**config.mk**
```make
export PLATFORM = sky130hd
export DESIGN_NAME = mem_arbiter_flat
export DESIGN_NICKNAME = d
export VERILOG_FILES = /design/src/rtl/mem_arbiter_pkg.sv /design/src/rtl/mem_arbiter_if.sv /design/src/rtl/mem_arbiter_burst_ctr.sv /design/src/rtl/mem_arbiter.sv /design/src/flat_wrapper.sv
export SDC_FILE = /design/constraint.sdc
export NUM_CORES = 1
export LEC_CHECK = 0
export ABC_AREA = 1
export CORE_MARGIN = 2
export CORE_UTILIZATION = 32
export CTS_CLUSTER_DIAMETER = 30
export CTS_CLUSTER_SIZE = 40
export DETAILED_ROUTE_END_ITERATION = 12
export GPL_TIMING_DRIVEN = 0
export PLACE_DENSITY_LB_ADDON = 0.15
export RECOVER_POWER = 25
export SYNTH_ARGS = -nofsm -noshare
export SYNTH_HDL_FRONTEND = slang
export SYNTH_HIERARCHICAL = 1
export SYNTH_SLANG_ARGS = --single-unit
```
**constraint.sdc**
```tcl
create_clock -name clock -period 1.86 [get_ports clock]
set_input_delay 0.465 -clock clock [delete_from_list [all_inputs] [get_ports clock]]
set_output_delay 0.465 -clock clock [all_outputs]
set_load 0.01 [all_outputs]
```
**src/rtl/mem_arbiter_pkg.sv**
```systemverilog
// Shared definitions for the main-memory port arbiter: FSM encoding,
// requester identities and default geometry.
package mem_arbiter_pkg;

  typedef enum logic [1:0] {
    IDLE   = 2'd0,
    BUSY_I = 2'd1,
    BUSY_D = 2'd2
  } arb_state_t;

  typedef enum logic {
    IC = 1'b0,
    DC = 1'b1
  } req_id_t;

  localparam int DEF_LINE_WORDS = 4;
  localparam int DEF_ADDR_W     = 32;
  localparam int DEF_DATA_W     = 32;

endpackage

```
**src/rtl/mem_arbiter_if.sv**
```systemverilog
// Cache-side and memory-side signals of the arbiter; master is the arbiter's
// view, slave is the view of the caches plus memory around it.
interface mem_arbiter_if import mem_arbiter_pkg::*; #(
  parameter int LINE_WORDS = DEF_LINE_WORDS,
  parameter int ADDR_W     = DEF_ADDR_W,
  parameter int DATA_W     = DEF_DATA_W
);
  localparam int BW = $clog2(LINE_WORDS);

  logic              ic_req;
  logic [ADDR_W-1:0] ic_addr;
  logic              ic_gnt;
  logic              ic_rvalid;
  logic              ic_done;
  logic              dc_req;
  logic              dc_we;
  logic [ADDR_W-1:0] dc_addr;
  logic [DATA_W-1:0] dc_wdata;
  logic              dc_gnt;
  logic              dc_rvalid;
  logic              dc_wready;
  logic              dc_done;
  logic [BW-1:0]     beat_idx;
  logic [DATA_W-1:0] rdata;
  logic              mem_req;
  logic              mem_we;
  logic [ADDR_W-1:0] mem_addr;
  logic [DATA_W-1:0] mem_wdata;
  logic              mem_ack;
  logic [DATA_W-1:0] mem_rdata;

  modport master (
    input  ic_req, ic_addr, dc_req, dc_we, dc_addr, dc_wdata, mem_ack, mem_rdata,
    output ic_gnt, ic_rvalid, ic_done, dc_gnt, dc_rvalid, dc_wready, dc_done,
    output beat_idx, rdata, mem_req, mem_we, mem_addr, mem_wdata
  );

  modport slave (
    output ic_req, ic_addr, dc_req, dc_we, dc_addr, dc_wdata, mem_ack, mem_rdata,
    input  ic_gnt, ic_rvalid, ic_done, dc_gnt, dc_rvalid, dc_wready, dc_done,
    input  beat_idx, rdata, mem_req, mem_we, mem_addr, mem_wdata
  );

endinterface

```
**src/rtl/mem_arbiter_burst_ctr.sv**
```systemverilog
// Line base register and beat counter for one burst; load on grant,
// step on each acked beat, flag the last beat of the line.
module mem_burst_ctr #(
  parameter int LINE_WORDS = 4,
  parameter int ADDR_W     = 32
) (
  input  logic                          clock,
  input  logic                          reset,
  input  logic                          load,
  input  logic [ADDR_W-1:0]             load_addr,
  input  logic                          inc,
  output logic [$clog2(LINE_WORDS)-1:0] beat,
  output logic                          last,
  output logic [ADDR_W-1:0]             addr
);
  localparam int BW = $clog2(LINE_WORDS);
  localparam logic [ADDR_W-1:0] OFS_MASK = ADDR_W'(LINE_WORDS * 4 - 1);

  logic [ADDR_W-1:0] base_q;
  logic [BW-1:0]     beat_q;

  always_ff @(posedge clock or posedge reset) begin
    if (reset) begin
      base_q <= '0;
      beat_q <= '0;
    end else if (load) begin
      base_q <= load_addr & ~OFS_MASK;
      beat_q <= '0;
    end else if (inc) begin
      // Wraps to zero on the last beat; the owner leaves BUSY on that ack.
      beat_q <= beat_q + 1'b1;
    end
  end

  assign beat = beat_q;
  assign last = (beat_q == BW'(LINE_WORDS - 1));
  assign addr = base_q | (ADDR_W'(beat_q) << 2);

endmodule

```
**src/rtl/mem_arbiter.sv**
```systemverilog
// Round-robin arbiter granting the single memory port to I-cache fills or
// D-cache fills/write-backs as fixed LINE_WORDS-beat bursts, one turnaround cycle between bursts.
module mem_arbiter import mem_arbiter_pkg::*; #(
  parameter int LINE_WORDS = DEF_LINE_WORDS,
  parameter int ADDR_W     = DEF_ADDR_W,
  parameter int DATA_W     = DEF_DATA_W
) (
  input  logic          clock,
  input  logic          reset,
  mem_arbiter_if.master bus
);
  localparam int BW = $clog2(LINE_WORDS);

  arb_state_t        state_q, state_d;
  req_id_t           last_served_q;
  logic              we_q;
  logic              first_q;
  logic              grant_i, grant_d;
  logic              load;
  logic              beat_inc;
  logic              beat_last;
  logic [BW-1:0]     beat;
  logic [ADDR_W-1:0] line_addr;
  logic [ADDR_W-1:0] beat_addr;

  always_ff @(posedge clock or posedge reset) begin
    if (reset) begin
      state_q       <= IDLE;
      last_served_q <= IC;
      we_q          <= 1'b0;
      first_q       <= 1'b0;
    end else begin
      state_q <= state_d;
      first_q <= load;
      if (grant_i) begin
        last_served_q <= IC;
        we_q          <= 1'b0;
      end else if (grant_d) begin
        last_served_q <= DC;
        we_q          <= bus.dc_we;
      end
    end
  end

  always_comb begin
    state_d       = state_q;
    grant_i       = 1'b0;
    grant_d       = 1'b0;
    bus.mem_req   = 1'b0;
    bus.mem_we    = 1'b0;
    bus.mem_addr  = '0;
    bus.mem_wdata = '0;
    bus.ic_gnt    = 1'b0;
    bus.ic_rvalid = 1'b0;
    bus.ic_done   = 1'b0;
    bus.dc_gnt    = 1'b0;
    bus.dc_rvalid = 1'b0;
    bus.dc_wready = 1'b0;
    bus.dc_done   = 1'b0;
    case (state_q)
      IDLE: begin
        // On a tie the side that was not served last wins.
        if (bus.dc_req && (!bus.ic_req || last_served_q == IC)) begin
          grant_d = 1'b1;
          state_d = BUSY_D;
        end else if (bus.ic_req) begin
          grant_i = 1'b1;
          state_d = BUSY_I;
        end
      end
      BUSY_I: begin
        bus.mem_req   = 1'b1;
        bus.mem_addr  = beat_addr;
        bus.ic_gnt    = first_q;
        bus.ic_rvalid = bus.mem_ack;
        bus.ic_done   = bus.mem_ack & beat_last;
        if (bus.mem_ack && beat_last) state_d = IDLE;
      end
      BUSY_D: begin
        bus.mem_req   = 1'b1;
        bus.mem_we    = we_q;
        bus.mem_addr  = beat_addr;
        bus.mem_wdata = we_q ? bus.dc_wdata : '0;
        bus.dc_gnt    = first_q;
        bus.dc_rvalid = bus.mem_ack & ~we_q;
        bus.dc_wready = bus.mem_ack & we_q;
        bus.dc_done   = bus.mem_ack & beat_last;
        if (bus.mem_ack && beat_last) state_d = IDLE;
      end
      default: state_d = IDLE;
    endcase
  end

  assign load         = grant_i | grant_d;
  assign line_addr    = grant_d ? bus.dc_addr : bus.ic_addr;
  assign beat_inc     = (state_q != IDLE) & bus.mem_ack;
  assign bus.beat_idx = beat;
  assign bus.rdata    = bus.mem_rdata;

  mem_burst_ctr #(
    .LINE_WORDS(LINE_WORDS),
    .ADDR_W    (ADDR_W)
  ) u_burst_ctr (
    .clock    (clock),
    .reset    (reset),
    .load     (load),
    .load_addr(line_addr),
    .inc      (beat_inc),
    .beat     (beat),
    .last     (beat_last),
    .addr     (beat_addr)
  );

endmodule

```
**src/flat_wrapper.sv**
```systemverilog
// flat-port wrapper written by rule: the top's interface ports become plain ports
module mem_arbiter_flat import mem_arbiter_pkg::*;
#(
  parameter int LINE_WORDS = DEF_LINE_WORDS,
  parameter int ADDR_W     = DEF_ADDR_W,
  parameter int DATA_W     = DEF_DATA_W
)
  (clock, reset, bus_ic_req, bus_ic_addr, bus_dc_req, bus_dc_we, bus_dc_addr, bus_dc_wdata, bus_mem_ack, bus_mem_rdata, bus_ic_gnt, bus_ic_rvalid, bus_ic_done, bus_dc_gnt, bus_dc_rvalid, bus_dc_wready, bus_dc_done, bus_beat_idx, bus_rdata, bus_mem_req, bus_mem_we, bus_mem_addr, bus_mem_wdata);
  mem_arbiter_if #(.LINE_WORDS(LINE_WORDS), .ADDR_W(ADDR_W), .DATA_W(DATA_W)) bus_i ();
  input  logic clock;
  input  logic reset;
  input wire logic [$bits(bus_i.ic_req)-1:0] bus_ic_req;
  input wire logic [$bits(bus_i.ic_addr)-1:0] bus_ic_addr;
  input wire logic [$bits(bus_i.dc_req)-1:0] bus_dc_req;
  input wire logic [$bits(bus_i.dc_we)-1:0] bus_dc_we;
  input wire logic [$bits(bus_i.dc_addr)-1:0] bus_dc_addr;
  input wire logic [$bits(bus_i.dc_wdata)-1:0] bus_dc_wdata;
  input wire logic [$bits(bus_i.mem_ack)-1:0] bus_mem_ack;
  input wire logic [$bits(bus_i.mem_rdata)-1:0] bus_mem_rdata;
  output wire logic [$bits(bus_i.ic_gnt)-1:0] bus_ic_gnt;
  output wire logic [$bits(bus_i.ic_rvalid)-1:0] bus_ic_rvalid;
  output wire logic [$bits(bus_i.ic_done)-1:0] bus_ic_done;
  output wire logic [$bits(bus_i.dc_gnt)-1:0] bus_dc_gnt;
  output wire logic [$bits(bus_i.dc_rvalid)-1:0] bus_dc_rvalid;
  output wire logic [$bits(bus_i.dc_wready)-1:0] bus_dc_wready;
  output wire logic [$bits(bus_i.dc_done)-1:0] bus_dc_done;
  output wire logic [$bits(bus_i.beat_idx)-1:0] bus_beat_idx;
  output wire logic [$bits(bus_i.rdata)-1:0] bus_rdata;
  output wire logic [$bits(bus_i.mem_req)-1:0] bus_mem_req;
  output wire logic [$bits(bus_i.mem_we)-1:0] bus_mem_we;
  output wire logic [$bits(bus_i.mem_addr)-1:0] bus_mem_addr;
  output wire logic [$bits(bus_i.mem_wdata)-1:0] bus_mem_wdata;
  assign bus_i.ic_req = bus_ic_req;
  assign bus_i.ic_addr = bus_ic_addr;
  assign bus_i.dc_req = bus_dc_req;
  assign bus_i.dc_we = bus_dc_we;
  assign bus_i.dc_addr = bus_dc_addr;
  assign bus_i.dc_wdata = bus_dc_wdata;
  assign bus_i.mem_ack = bus_mem_ack;
  assign bus_i.mem_rdata = bus_mem_rdata;
  assign bus_ic_gnt = bus_i.ic_gnt;
  assign bus_ic_rvalid = bus_i.ic_rvalid;
  assign bus_ic_done = bus_i.ic_done;
  assign bus_dc_gnt = bus_i.dc_gnt;
  assign bus_dc_rvalid = bus_i.dc_rvalid;
  assign bus_dc_wready = bus_i.dc_wready;
  assign bus_dc_done = bus_i.dc_done;
  assign bus_beat_idx = bus_i.beat_idx;
  assign bus_rdata = bus_i.rdata;
  assign bus_mem_req = bus_i.mem_req;
  assign bus_mem_we = bus_i.mem_we;
  assign bus_mem_addr = bus_i.mem_addr;
  assign bus_mem_wdata = bus_i.mem_wdata;
  mem_arbiter #(.LINE_WORDS(LINE_WORDS), .ADDR_W(ADDR_W), .DATA_W(DATA_W)) u_core (.clock(clock), .reset(reset), .bus(bus_i));
endmodule
```
==> results.txt, run 1 <==
CTS built an H-tree with a depth of 2. The number of buffers between clock root and the deepest sink was 2; the total routing resource utilization after global routing was 19.5%. The least setup slack across all paths after layout came out at -136 ps. On the final layout, the worst hold slack is 478 ps. The detailed router finished its first iteration with 100 violations.

Leaving out fill and tap cells, the most frequent cell in the layout is sky130_fd_sc_hd__nand2_1. The last element of the critical path is bus_mem_addr[26]. The design draws 6.11 mW.

The cell-internal power came out at 3.50 mW. Data on the critical path is required at its endpoint by 1390 ps. The total CTS buffers was 5. Dividing total power by cell area gives a power density of 1180 nW/um^2. The class of the tightest hold or removal check was flop to flop. STA classifies the critical path endpoint as an output port.

The die covers 9160 sq um. The initial standard-cell utilization of the core is 32.9%. The clock transition at the registers of the reported paths is 70 ps, and the number of placed instances with taps included is 746.

The area growth from synthesis to layout is 92.2%. TritonCTS built the clock tree. The worst slew margin relative to its limit is 58.6%, and the maximum ir drop on the vdd rail is 0.530 mV.

For the number of nets in the finished design, the log shows 802. The post-synthesis instance area was 2690 sq um. In the final layout, the share of cells above drive strength 1 is 33.5%.

The final layout contains routed wiring with a total length of 9890 microns. The actual transition at the worst max-transition pin is 621 ps, and the average cell area after synthesis is 6.09 sq um. The run gives 442 as the synthesized netlist cell count. For the final database, setup skew stands at 7.90 ps. The share of the clock period used by the worst path works out to 107%.

The capture instance of the worst register-to-register path was u_core/u_burst_ctr/base_q[16]. The number of vias per cell is 4.16, and the post-layout minimum cycle time is 2000 ps. Arrival time of data at the critical path endpoint: 1530 ps. Traced cell by cell, the critical path runs through inv_2 > ha_4 > clkbuf_16 > clkbuf_16 > nand2_2 > inv_2 > buf_6. The height of the die is 95.7 microns. Measured along the x axis, the die boundary spans 95.7 microns.

Entering global routing, the biggest net connects 31 pins. Setup repair after global routing could not meet its margin everywhere. The logs give 0 for the aggregate global routing overflow and 0 for the total count of max-transition violations in the final report. The core outline area is 8180 sq um, and the number of antenna-violating nets in the routed design is 0. Clock tree synthesis found a total of 35 sinks. The number of antenna violations at the first check in global routing is 0, and the number of warnings issued by yosys is 6. The flow ran to the end, but the final reports show violations. The biggest fanout along the worst timing path works out to 8. The floorplan has 33 rows.

After detailed routing, the average wire length per cell comes to 12.8 microns. Start point of the critical path: u_core/state_q[1]. After detailed routing, the number of remaining DRC violations is 0.

The first global-routing pass estimated 13800 microns of wire. For the top-level port count, the log shows 241. The switching power of the nets is 2.61 mW.

For this run, the slowest stage of the critical path takes 400 ps. The run gives 65 as the count of endpoints failing setup in the final report. The worst setup path is launched from a flop. The reported max-cap violation count came out at 0. The logs give 0.744 for the final weighted congestion in routability-driven placement and 2891 for the number of global-route vias before repair. Number of buffer and inverter stages on the critical path: 5. Total number of cells along the worst setup path: 7. On the critical path, the stage with the largest delay is an instance of sky130_fd_sc_hd__dfrtp_1.

Excluding fillers, the count of instances in the completed layout stands at 770. For this design the static power due to leakage is 3.13 nW. The worst reg2reg path depth came out at 8. For this run, the top clock speed supported by timing is 0.501 GHz. In this run, the clock network consumes 8.6% of the power. The post-DP HPWL was 7570 microns; the total iterations of the first detailed-routing run was 4. The tools report the proportion of power drawn by combinational gates as 68.2%. Leaving out fill and tap cells, the most frequent cells in the layout are 181 x sky130_fd_sc_hd__nand2_1, 123 x sky130_fd_sc_hd__clkdlybuf4s50_1, 50 x sky130_fd_sc_hd__inv_1, 46 x sky130_fd_sc_hd__buf_2, 45 x sky130_fd_sc_hd__buf_4. The checks that failed: negative setup slack. The family of cells with the greatest summed delay on the critical path is buffers and inverters.

0 antenna diodes ended up in the layout. The via total after detailed routing was 3201; the total count of hold-check failures in the final report was 0. Critical path start-end classification: flop to output port. For flop-to-flop paths, the worst setup slack is 270 ps. Sequential cells account for 23.2% of the total power.

During placement, the flow inserted port buffers numbering 198. The startpoint identified for the worst register-to-register timing path is u_core/state_q[1]. The root buffer cell is sky130_fd_sc_hd__clkbuf_8.

For this design, the CTS-stage hold fixing added 0 buffers. The share of total power consumed by net switching is 42.7%, and the clock latency on the worst-skew pair is 280 ps.
[state kept, by name, summed over array words and instances (netlist names)]
signal	count
u_core/u_burst_ctr/base_q	28
u_core/state_q	2
u_core/u_burst_ctr/beat	2
u_core/first_q	1
u_core/last_served_q	1
u_core/we_q	1
[layer usage]
layer	track usage, %	routed length [microns]
met3	5.87	907
met4	4.29	46
met5	0	0
met1	21.0	3750
met2	37.4	5180
[power groups by stage]
stage | combinational, mW | clock, mW | sequential, mW
2_1_floorplan | 1.81 | 0 | 1.28
3_3_place_gp | 3.19 | 0 | 1.31
3_5_place_dp | 3.25 | 0 | 1.33
4_1_cts | 3.58 | 0.550 | 1.33
5_1_grt | 4.57 | 0.583 | 1.45
6_report | 4.17 | 0.527 | 1.41
[tightest hold or removal path, stage by stage (launching register included)]
cell                      delay [ps]
sky130_fd_sc_hd__dfrtp_1         340
sky130_fd_sc_hd__nand2_1          50
sky130_fd_sc_hd__nand2_1          50
[how the worst min path moves through the flow]
stage | start | to | slack (ps) | cells after the start
2_1_floorplan | reset | u_core/first_q | 240 | 1
3_3_place_gp | u_core/last_served_q | u_core/last_served_q | 450 | 2
3_5_place_dp | u_core/u_burst_ctr/base_q[21] | u_core/u_burst_ctr/base_q[21] | 460 | 2
4_1_cts | reset | u_core/last_served_q | 410 | 2
5_1_grt | u_core/u_burst_ctr/base_q[25] | u_core/u_burst_ctr/base_q[25] | 500 | 2
6_report | u_core/u_burst_ctr/base_q[29] | u_core/u_burst_ctr/base_q[29] | 480 | 2
[stage by stage]
step	setup TNS [ps]	setup slack [ps]	cell area, sq um	util [%]
after floorplan	0	146	2700	-
after global placement	-39670	-562	4810	58.8
after detailed placement	-42810	-576	4810	58.8
after CTS	-7970	-226	4960	60.6
after global routing	-8340	-190	5170	63.3
final	-4110	-136	5170	63.3
[area by class of cell]
| type | count | area [sq um] |
|---|---|---|
| flip-flops and latches | 35 | 876 |
| repair buffers | 214 | 2010 |
| clock inverters | 1 | 5.00 |
| multi-input cells | 276 | 1310 |
| clock buffers | 7 | 76.3 |
| plain buffers | 54 | 475 |
| inverters | 78 | 295 |
| fillers | 772 | 3000 |
| well taps | 105 | 131 |
[what timing repair did]
action / 4_1_cts / 5_1_grt
gates resized for setup: 298 / 111
endpoints found under the hold margin: 0 / 0
endpoints found under the setup margin: 101 / 89
buffers inserted: 6 / 4
pin swaps: 0 / 2
gates cloned: 1 / 6
No activity file was read; power rests on OpenSTA's default activity.
==> run 2: changes to the inputs <==
Settings changed: PLACE_DENSITY set to 0.85, PLACE_DENSITY_LB_ADDON 0.15 to not set.
==> results.txt, run 2 (synthesis gave the netlist of run 1 again) <==
The total die area is 9160 sq um. In this run, the number of DRC markers left after iteration 0 of detailed routing was 54. The logs give 56.1% for the worst slew margin relative to its limit and 4810 sq um for the area of placed instances.

The tools report the number of global-route vias before repair as 3149. The total count of max-transition violations in the final report is 0, and the depth of the worst hold-timing path is 2. The post-route netlist has 35.5% of its cells at a drive strength greater than 1.

The tools report the capture instance of the worst register-to-register path as u_core/u_burst_ctr/base_q[14]. Total CTS buffers: 5. The maximum ir drop on the vdd rail came out at 0.513 mV. The die is 95.7 microns tall.

For the static leakage power, the log shows 3.08 nW. Timing would allow up to 0.493 GHz. Least setup slack across all paths after layout: -169 ps.

The run gives 6.21 mW as the total chip power. Final hold analysis gives a worst-case slack of 478 ps. The start point of the critical path was u_core/state_q[0]. The run gives 0 as the count of inserted antenna diode cells. The share of the clock period used by the worst path was 109%. The tool flagged a number of max-cap violations equal to 0. The aggregate global routing overflow was 0. The biggest fanout along the worst timing path came out at 5. Clock latency on the worst-skew pair, taken at its later pin, is 280 ps. The count of endpoints failing setup in the final report is 62, and the post-layout minimum cycle time is 2030 ps. CTS saw 35 sinks. The tools report the launching point of the worst reg2reg path as u_core/state_q[0]. The checks that failed: negative setup slack. The tools report the end-of-flow core utilization as 66.0%. The last element of the critical path was bus_mem_addr[3].

The register with the most flip-flops in the layout has 28 of them. The number of vias per cell works out to 4.28. The total routing resource utilization after global routing was 21.1%. The run finished, with violations left. For this run, design rule violations remaining after detail routing come to 0.

STA classifies the critical path startpoint as a flop. The final layout contains routed wiring with a total length of 11000 microns. Sort of element at the end of the critical path: an output port. The number of nets in the finished design came out at 804. Setup repair after global routing could not meet its margin everywhere. The top-level port count is 241, and the total iterations of the first detailed-routing run is 4. The tools report the root buffer cell as sky130_fd_sc_hd__clkbuf_8. The class of the tightest hold or removal check was flop to flop.

The library cells used most frequently in the layout, excluding fill and tap cells, are 192 x sky130_fd_sc_hd__nand2_1, 125 x sky130_fd_sc_hd__clkdlybuf4s50_1, 55 x sky130_fd_sc_hd__inv_1, 52 x sky130_fd_sc_hd__buf_6, 48 x sky130_fd_sc_hd__buf_4. The setup check on the worst reg-to-reg path leaves a slack of 240 ps. For the pin with the worst max-slew slack, the measured transition is 657 ps. The detailed router placed 3307 vias in this run. Number of placed instances with taps included: 746. The CTS H-tree depth was 2; the post-place setup slack was -600 ps.

After clock tree synthesis, the clock-pin slew on the worst setup and hold paths is 70 ps. The tools report the number of inserted filler cells in the final layout as 668. During placement, the flow inserted port buffers numbering 198. Measured along the x axis, the die boundary spans 95.7 microns. The largest register by flop count was u_core/u_burst_ctr/base_q. The floorplan has 33 rows. The critical path start-end classification is flop to output port.

For the final weighted congestion in routability-driven placement, the log shows 0.782. For the final routed database, the setup TNS stands at -6020 ps. The first global-routing pass estimated 14800 microns of wire. The count of nets left with antenna violations once routing finished came out at 0. The post-DP HPWL was 8200 microns; the data required time of the critical path was 1390 ps. Dividing total power by cell area gives a power density of 1150 nW/um^2.

The detail-routed net length per standard cell is 14.2 microns. In the final layout, flip-flops and latches occupy 877 sq um. Once layout is complete, the cells apart from fillers number 772. STA puts the critical path data arrival time at 1560 ps. The run gives 0 as the total count of hold-check failures in the final report. The run gives 2 as the number of buffers between clock root and the deepest sink. The run gives 0 as the number of antenna violations at the first check in global routing.

The worst reg2reg path depth is 8, and the final instance area is 5390 sq um. The most common cell after layout, fill and taps aside was sky130_fd_sc_hd__nand2_1. TritonCTS built the clock tree. The synthesis-to-layout area growth came out at 100%.

On the final layout, the worst clock skew is 9.45 ps. The initial standard-cell utilization of the core was 32.9%. The total area inside the core boundary comes to 8180 sq um. The logs give 1410 sq um for the area of the multi-input gates and 31 for the pin count of the biggest net entering global routing.
==> run 2: worst min path at each step <==
stage / start / endpoint / slack [ps]
2_1_floorplan: reset / u_core/first_q / 240
3_3_place_gp: u_core/u_burst_ctr/base_q[19] / u_core/u_burst_ctr/base_q[19] / 450
3_5_place_dp: u_core/u_burst_ctr/base_q[21] / u_core/u_burst_ctr/base_q[21] / 460
4_1_cts: reset / u_core/we_q / 410
5_1_grt: u_core/u_burst_ctr/base_q[28] / u_core/u_burst_ctr/base_q[28] / 500
6_report: u_core/u_burst_ctr/base_q[28] / u_core/u_burst_ctr/base_q[28] / 480
==> run 2: final cells by class <==
cell class / instances / area share [%]
timing repair buffer: 216 / 38.5
multi-input combinational: 276 / 26.1
sequential: 35 / 16.3
buffer: 54 / 8.89
inverter: 78 / 5.55
tap: 105 / 2.44
clock buffer: 6 / 1.53
clock inverter: 2 / 0.719
==> run 2: power by group <==
group	internal, mW	leakage [nW]	switching [mW]	total [mW]
Combinational	2.04	2.59	2.05	4.09
Clock	0.441	0.0618	0.279	0.720
Sequential	1.12	0.435	0.276	1.40
==> run 2: worst max-delay path: stages (launching register included) <==
cell and delay, ps:
sky130_fd_sc_hd__dfrtp_1 400, sky130_fd_sc_hd__inv_2 110, sky130_fd_sc_hd__ha_4 230, sky130_fd_sc_hd__clkbuf_16 170
sky130_fd_sc_hd__buf_6 130, sky130_fd_sc_hd__nand2_1 80, sky130_fd_sc_hd__inv_1 40, sky130_fd_sc_hd__buf_2 130
==> run 2: repair_timing <==
item	in CTS	in global routing
hold buffers	0	0
gates resized for setup	326	136
gates cloned	5	3
pin swaps	2	4
buffers inserted	6	5
endpoints found under the setup margin	94	100
==> run 2: per-layer routing <==
| layer | GRT usage, % | vias up | wire, microns |
|---|---|---|---|
| li1 | - | 1657 | - |
| met1 | 20.5 | 1479 | 3630 |
| met2 | 40.8 | 149 | 5830 |
| met3 | 6.34 | 22 | 1040 |
| met4 | 8.57 | 0 | 490 |
| met5 | 0 | - | 0 |
